### src/rtl/div_defs.sv
// Shared definitions for the multi-cycle signed divider.
package div_defs;

  localparam int DIV_WIDTH = 32;
  localparam logic [31:0] DIV_ZERO_Q = 32'hFFFF_FFFF;

  typedef enum logic [1:0] {
    S_IDLE = 2'd0,
    S_ITER = 2'd1,
    S_FIX  = 2'd2
  } div_state_e;

endpackage

### src/rtl/div_step_32.sv
// One restoring-division step on the {R,Q} pair.
module div_step_32
  import div_defs::*;
#(
  parameter int W = DIV_WIDTH
) (
  input  logic [W-1:0] r_i,
  input  logic [W-1:0] q_i,
  input  logic [W-1:0] dvs_i,
  output logic [W-1:0] r_o,
  output logic [W-1:0] q_o
);

  logic [W:0]   sh;
  logic         geq;
  logic [W-1:0] diff;

  always_comb begin
    sh   = {r_i, q_i[W-1]};
    geq  = (sh >= {1'b0, dvs_i});
    // When geq holds the difference is below the divisor, so W bits suffice.
    diff = sh[W-1:0] - dvs_i;
    if (geq) begin
      r_o = diff;
      q_o = {q_i[W-2:0], 1'b1};
    end else begin
      r_o = sh[W-1:0];
      q_o = {q_i[W-2:0], 1'b0};
    end
  end

endmodule

### src/rtl/div_32_bit.sv
// Signed multi-cycle restoring divider: LO = quotient, HI = remainder.
module div_32_bit
  import div_defs::*;
#(
  parameter int WIDTH = DIV_WIDTH,
  parameter int CNT_W = 6
) (
  input  logic             clk,
  input  logic             clr,
  input  logic             start,
  input  logic [WIDTH-1:0] dividend,
  input  logic [WIDTH-1:0] divisor,
  output logic             busy,
  output logic             done,
  output logic [WIDTH-1:0] quotient,
  output logic [WIDTH-1:0] remainder,
  output logic             div_by_zero
);

  div_state_e state_q, state_d;
  logic [CNT_W-1:0] cnt_q, cnt_d;
  logic [WIDTH-1:0] r_q, r_d;
  logic [WIDTH-1:0] q_q, q_d;
  logic [WIDTH-1:0] dvs_q, dvs_d;
  logic [WIDTH-1:0] num_q, num_d;
  logic sgn_q_q, sgn_q_d;
  logic sgn_r_q, sgn_r_d;
  logic zero_q, zero_d;
  logic busy_q, busy_d;
  logic done_q, done_d;
  logic [WIDTH-1:0] quo_q, quo_d;
  logic [WIDTH-1:0] rem_q, rem_d;
  logic dz_q, dz_d;

  logic [WIDTH-1:0] r_step, q_step;
  logic [WIDTH-1:0] neg_a_in, neg_b_in;
  logic [WIDTH-1:0] neg_a, neg_b;
  logic [WIDTH-1:0] abs_num, abs_dvs;

  div_step_32 #(.W(WIDTH)) u_step (
    .r_i  (r_q),
    .q_i  (q_q),
    .dvs_i(dvs_q),
    .r_o  (r_step),
    .q_o  (q_step)
  );

  // The two negators serve operand entry in IDLE and sign fix-up in FIX.
  always_comb begin
    neg_a_in = (state_q == S_FIX) ? q_q : dividend;
    neg_b_in = (state_q == S_FIX) ? r_q : divisor;
    neg_a    = ~neg_a_in + WIDTH'(1);
    neg_b    = ~neg_b_in + WIDTH'(1);
    abs_num  = dividend[WIDTH-1] ? neg_a : dividend;
    abs_dvs  = divisor[WIDTH-1] ? neg_b : divisor;
  end

  always_comb begin
    state_d = state_q;
    cnt_d   = cnt_q;
    r_d     = r_q;
    q_d     = q_q;
    dvs_d   = dvs_q;
    num_d   = num_q;
    sgn_q_d = sgn_q_q;
    sgn_r_d = sgn_r_q;
    zero_d  = zero_q;
    busy_d  = busy_q;
    done_d  = 1'b0;
    quo_d   = quo_q;
    rem_d   = rem_q;
    dz_d    = dz_q;
    unique case (state_q)
      S_IDLE: begin
        if (start) begin
          sgn_q_d = dividend[WIDTH-1] ^ divisor[WIDTH-1];
          sgn_r_d = dividend[WIDTH-1];
          q_d     = abs_num;
          r_d     = '0;
          dvs_d   = abs_dvs;
          num_d   = dividend;
          zero_d  = (divisor == '0);
          cnt_d   = '0;
          busy_d  = 1'b1;
          state_d = S_ITER;
        end
      end
      S_ITER: begin
        r_d   = r_step;
        q_d   = q_step;
        cnt_d = cnt_q + CNT_W'(1);
        if (cnt_q == CNT_W'(WIDTH - 1)) begin
          state_d = S_FIX;
        end
      end
      S_FIX: begin
        if (zero_q) begin
          quo_d = WIDTH'(DIV_ZERO_Q);
          rem_d = num_q;
          dz_d  = 1'b1;
        end else begin
          quo_d = sgn_q_q ? neg_a : q_q;
          rem_d = sgn_r_q ? neg_b : r_q;
          dz_d  = 1'b0;
        end
        done_d  = 1'b1;
        busy_d  = 1'b0;
        state_d = S_IDLE;
      end
      default: state_d = S_IDLE;
    endcase
  end

  always_ff @(posedge clk or posedge clr) begin
    if (clr) begin
      state_q <= S_IDLE;
      cnt_q   <= '0;
      r_q     <= '0;
      q_q     <= '0;
      dvs_q   <= '0;
      num_q   <= '0;
      sgn_q_q <= 1'b0;
      sgn_r_q <= 1'b0;
      zero_q  <= 1'b0;
      busy_q  <= 1'b0;
      done_q  <= 1'b0;
      quo_q   <= '0;
      rem_q   <= '0;
      dz_q    <= 1'b0;
    end else begin
      state_q <= state_d;
      cnt_q   <= cnt_d;
      r_q     <= r_d;
      q_q     <= q_d;
      dvs_q   <= dvs_d;
      num_q   <= num_d;
      sgn_q_q <= sgn_q_d;
      sgn_r_q <= sgn_r_d;
      zero_q  <= zero_d;
      busy_q  <= busy_d;
      done_q  <= done_d;
      quo_q   <= quo_d;
      rem_q   <= rem_d;
      dz_q    <= dz_d;
    end
  end

  assign busy        = busy_q;
  assign done        = done_q;
  assign quotient    = quo_q;
  assign remainder   = rem_q;
  assign div_by_zero = dz_q;

endmodule
### config.mk
export PLATFORM = sky130hd
export DESIGN_NAME = div_32_bit
export DESIGN_NICKNAME = d
export VERILOG_FILES = /design/src/rtl/div_defs.sv /design/src/rtl/div_step_32.sv /design/src/rtl/div_32_bit.sv
export SDC_FILE = /design/constraint.sdc
export NUM_CORES = 1
export LEC_CHECK = 0
export CORE_UTILIZATION = 31
export DETAILED_ROUTE_END_ITERATION = 8
export DONT_BUFFER_PORTS = 1
export MAX_ROUTING_LAYER = met4
export PLACE_DENSITY = 0.48
export SYNTH_ARGS = -nofsm -noshare
export SYNTH_HDL_FRONTEND = slang
export SYNTH_SLANG_ARGS = --single-unit
### constraint.sdc
create_clock -name clk -period 14.45 [get_ports clk]
set_input_delay 3.6125 -clock clk [delete_from_list [all_inputs] [get_ports clk]]
set_output_delay 3.6125 -clock clk [all_outputs]
set_load 0.03 [all_outputs]
==> impl_metrics.py <==
metrics = {
    "run_status": {
        "status": "completed",
    },
    "timing": {
        "finalSetupTns_ns": 0,
        "fin_crit_sh_pct": 45.62,
        "finClkSkew_ns": 0.02127,
        "clock.fmax_ghz": 0.1517,
        "slew_headroom_pct": 27.75,
        "finalMaxSlewViolations": 0,
        "worst_hold_slack_ns": 0.4749,
        "worstMarginPinSlew_ns": 1.076,
        "min_period_ns": 6.593,
        "hold_viol": 0,
        "rsz0062_at_grt": "no",
        "final-setup-viol-count": 0,
    },
    "routing": {
        "dr.pass1.iters": 5,
        "routed_via_density": 5.535,
        "wire_per_inst_um": 20.93,
        "totalWireLength_um": 47710,
        "drtIter0Drc": 1116,
        "vias": 12610,
        "ant_nets": 0,
        "drc_errors": 0,
    },
    "yosys": {
        "netlist_instances": 1754,
        "synth_nets": 1857,
        "synth_cell_types": 69,
        "synthArstFlopShare_pct": 100.0,
        "synth.top_cell.area_share_pct": 36.31,
        "synth_top_area_cell": "dfrtp_1",
        "ys_seq_area_share_pct": 36.31,
        "ys_seq_elements": 205,
        "syn_area_per_cell_sq_um": 8.055,
        "yosysWarnings": 0,
        "syn_area_sq_um": 14130,
        "synthTopCellsByArea": "dfrtp_1 (36%), nand2_1 (6.5%), mux2i_1 (6.4%)",
        "synth_edf_count": 0,
        "synth_ff_type": "dfrtp_1",
    },
    "final_layout": {
        "n_fill_cell": 4617,
        "instances_no_fill": 2279,
        "layout_commonest_cell": "nand2_1",
        "seqCellArea_sq_um": 5131,
        "nets": 1771,
        "stdcell_area_sq_um": 15360,
        "drive_above_1_share_pct": 5.163,
        "syn_to_final_growth_pct": 8.705,
        "multiInputGateArea_sq_um": 8330,
        "mostFrequentLayoutCells": "nand2_1 (246), dfrtp_1 (204), nor2_1 (165)",
    },
    "clock_network": {
        "clk_pin_slew_ns": 0.06,
        "clk_latency_ns": 0.54,
        "cts_root_buffer": "clkbuf_16",
        "hold_buffers": 0,
        "post-cts-setup-buffer-count": 0,
        "clock_sinks": 205,
        "numCtsBuffers": 25,
        "htreeDepth": 1,
        "cts_tree": "yes",
        "post_cts_resized": 0,
        "cts_buffer_depth": 3,
    },
    "floorplanning": {
        "die_y_um": 215.5,
        "io_pins": 134,
        "core_area_sq_um": 44610,
        "row_count": 77,
        "die-area_sq_um": 46430,
        "die_w_um": 215.5,
        "initial_utilization_pct": 31.67,
    },
    "grt": {
        "antenna_found_initial": 1,
        "grt_pass1_vias": 12280,
        "grt_overflow_total": 0,
        "gr-usage-all-layers_pct": 20.71,
        "grt_max_degree": 89,
        "grt_first_pass_wirelength_um": 74110,
    },
    "worst_hold_path": {
        "min_to": "num_q[13]",
        "hp-start": "num_q[13]",
        "hold_class": "flip-flop to flip-flop",
        "min_path_cells": 2,
    },
    "setup_path": {
        "crit_required_ns": 14.86,
        "worst-setup-path-type": "input port to flip-flop",
        "end_kind": "flip-flop",
        "r2r_start": "state_q[0]",
        "crit_fanout": 8,
        "cp-start-kind": "input port",
        "reg2reg_depth": 10,
        "rrSetupSlack_ns": 9.34,
        "reg2reg_to": "remainder[18]",
        "worstPathArrival_ns": 7.00,
    },
    "placed_design": {
        "dp_hpwl_um": 33290,
        "detailed_place.area_sq_um": 14550,
        "gp_congestion": 0.8802,
        "portBuffers": 0,
        "placed_cells": 2233,
    },
    "pwr": {
        "leakage_nw": 6.527,
        "p_per_area_nw_per_um2": 221.8,
        "seqPwrFrac_pct": 38.1,
        "p_total_mw": 3.406,
        "p_sw_share_pct": 46.33,
        "ir_drop_v": 0.00009651,
        "clock_power_share_pct": 18.4,
        "p_switching_mw": 1.578,
        "p_comb_share_pct": 43.5,
        "intPower_mw": 1.828,
    },
    "job": {
        "maxCapViolations": 0,
    },
}
worst max-delay path, stage by stage:
cell and delay (ns):
mux2_4 0.25, inv_1 0.10, ha_1 0.25, o211ai_1 0.31
nor3_1 0.96, nand2_1 0.31, or2_2 0.41, or3_1 0.40
a311oi_1 0.28, o21ai_0 0.12
flip-flops by register name (all words and copies together) (netlist names), 2 cells and up:
name       flops
dvs_q         32
num_q         32
q_q           32
quotient      32
r_q           32
remainder     32
cnt_q          6
state_q        2
power by group through the flow:
stage                     registers [mW]  logic (mW)  clock network (mW)
after detailed placement            1.30        1.48                   0
after global routing                1.34        1.67               0.668
after CTS                           1.29        1.48               0.646
after floorplan                     1.17        1.20                   0
final                               1.30        1.48               0.627
after global placement              1.30        1.46                   0
per-stage QoR:
step	setup WS [ns]	util, %
global placement	7.441	32.63
floorplan	5.242	-
finish	7.857	34.43
CTS	7.936	34.42
global route	7.681	34.43
detailed placement	7.349	32.63
area by class of cell:
type	count	share of cell area [%]
clock buffer	40	4.896
timing repair buffer	21	1.026
sequential	205	33.41
tap	592	4.823
inverter	49	1.263
antenna	2	0.03259
clock inverter	4	0.3096
multi-input combinational	1366	54.24
synthesized netlist by cell type (6+ instances only):
library cell and count:
a31oi_1 26, a221o_1 10, a211oi_1 17, or3_1 19, ha_1 35, buf_2 8, nand2_1 246, and3_1 17
or2_2 9, o211ai_1 32, a21oi_1 126, mux2i_1 91, nand2b_1 18, and2_1 7, a211o_1 8, dfrtp_1 205
nor4_1 12, nand3_1 62, clkbuf_1 112, nand4_1 13, a22o_1 9, o31ai_1 16, nor2_1 167, nor3_1 34
o21ai_0 150, o21a_1 11, inv_1 48, a21o_1 17, o22ai_1 6, o41ai_1 6, or4_1 8, nor2b_1 9
xor2_1 47, a22oi_1 12, buf_1 11, nand3b_1 8, xnor2_1 46
logic make-up after synthesis:
family	after synthesis	synth area share, %
flops	205	36.31
compound gates	493	21.77
buf+inv	183	5.021
xor+xnor	93	5.765
simple gates	647	20.94
fa+ha+maj	36	3.241
mux	97	6.952
layer usage:
metal  routed length [um]  track usage, %
met1                21750           27.08
met2                21450           32.14
met3                 3374           4.637
met4                 1129           5.532
met5                    0               -
worst max-delay path by stage:
stage                from             to  slack [ns]  depth (start not counted)
3_3_place_gp   divisor[0]  remainder[18]        7.44                         10
5_1_grt        divisor[0]  remainder[18]        7.68                         10
6_report       divisor[0]  remainder[18]        7.86                         10
3_5_place_dp   divisor[0]  remainder[18]        7.35                         10
4_1_cts        divisor[0]  remainder[18]        7.94                         10
2_1_floorplan         clr           busy        5.24                          1
No activity file was read; power rests on OpenSTA's default activity.
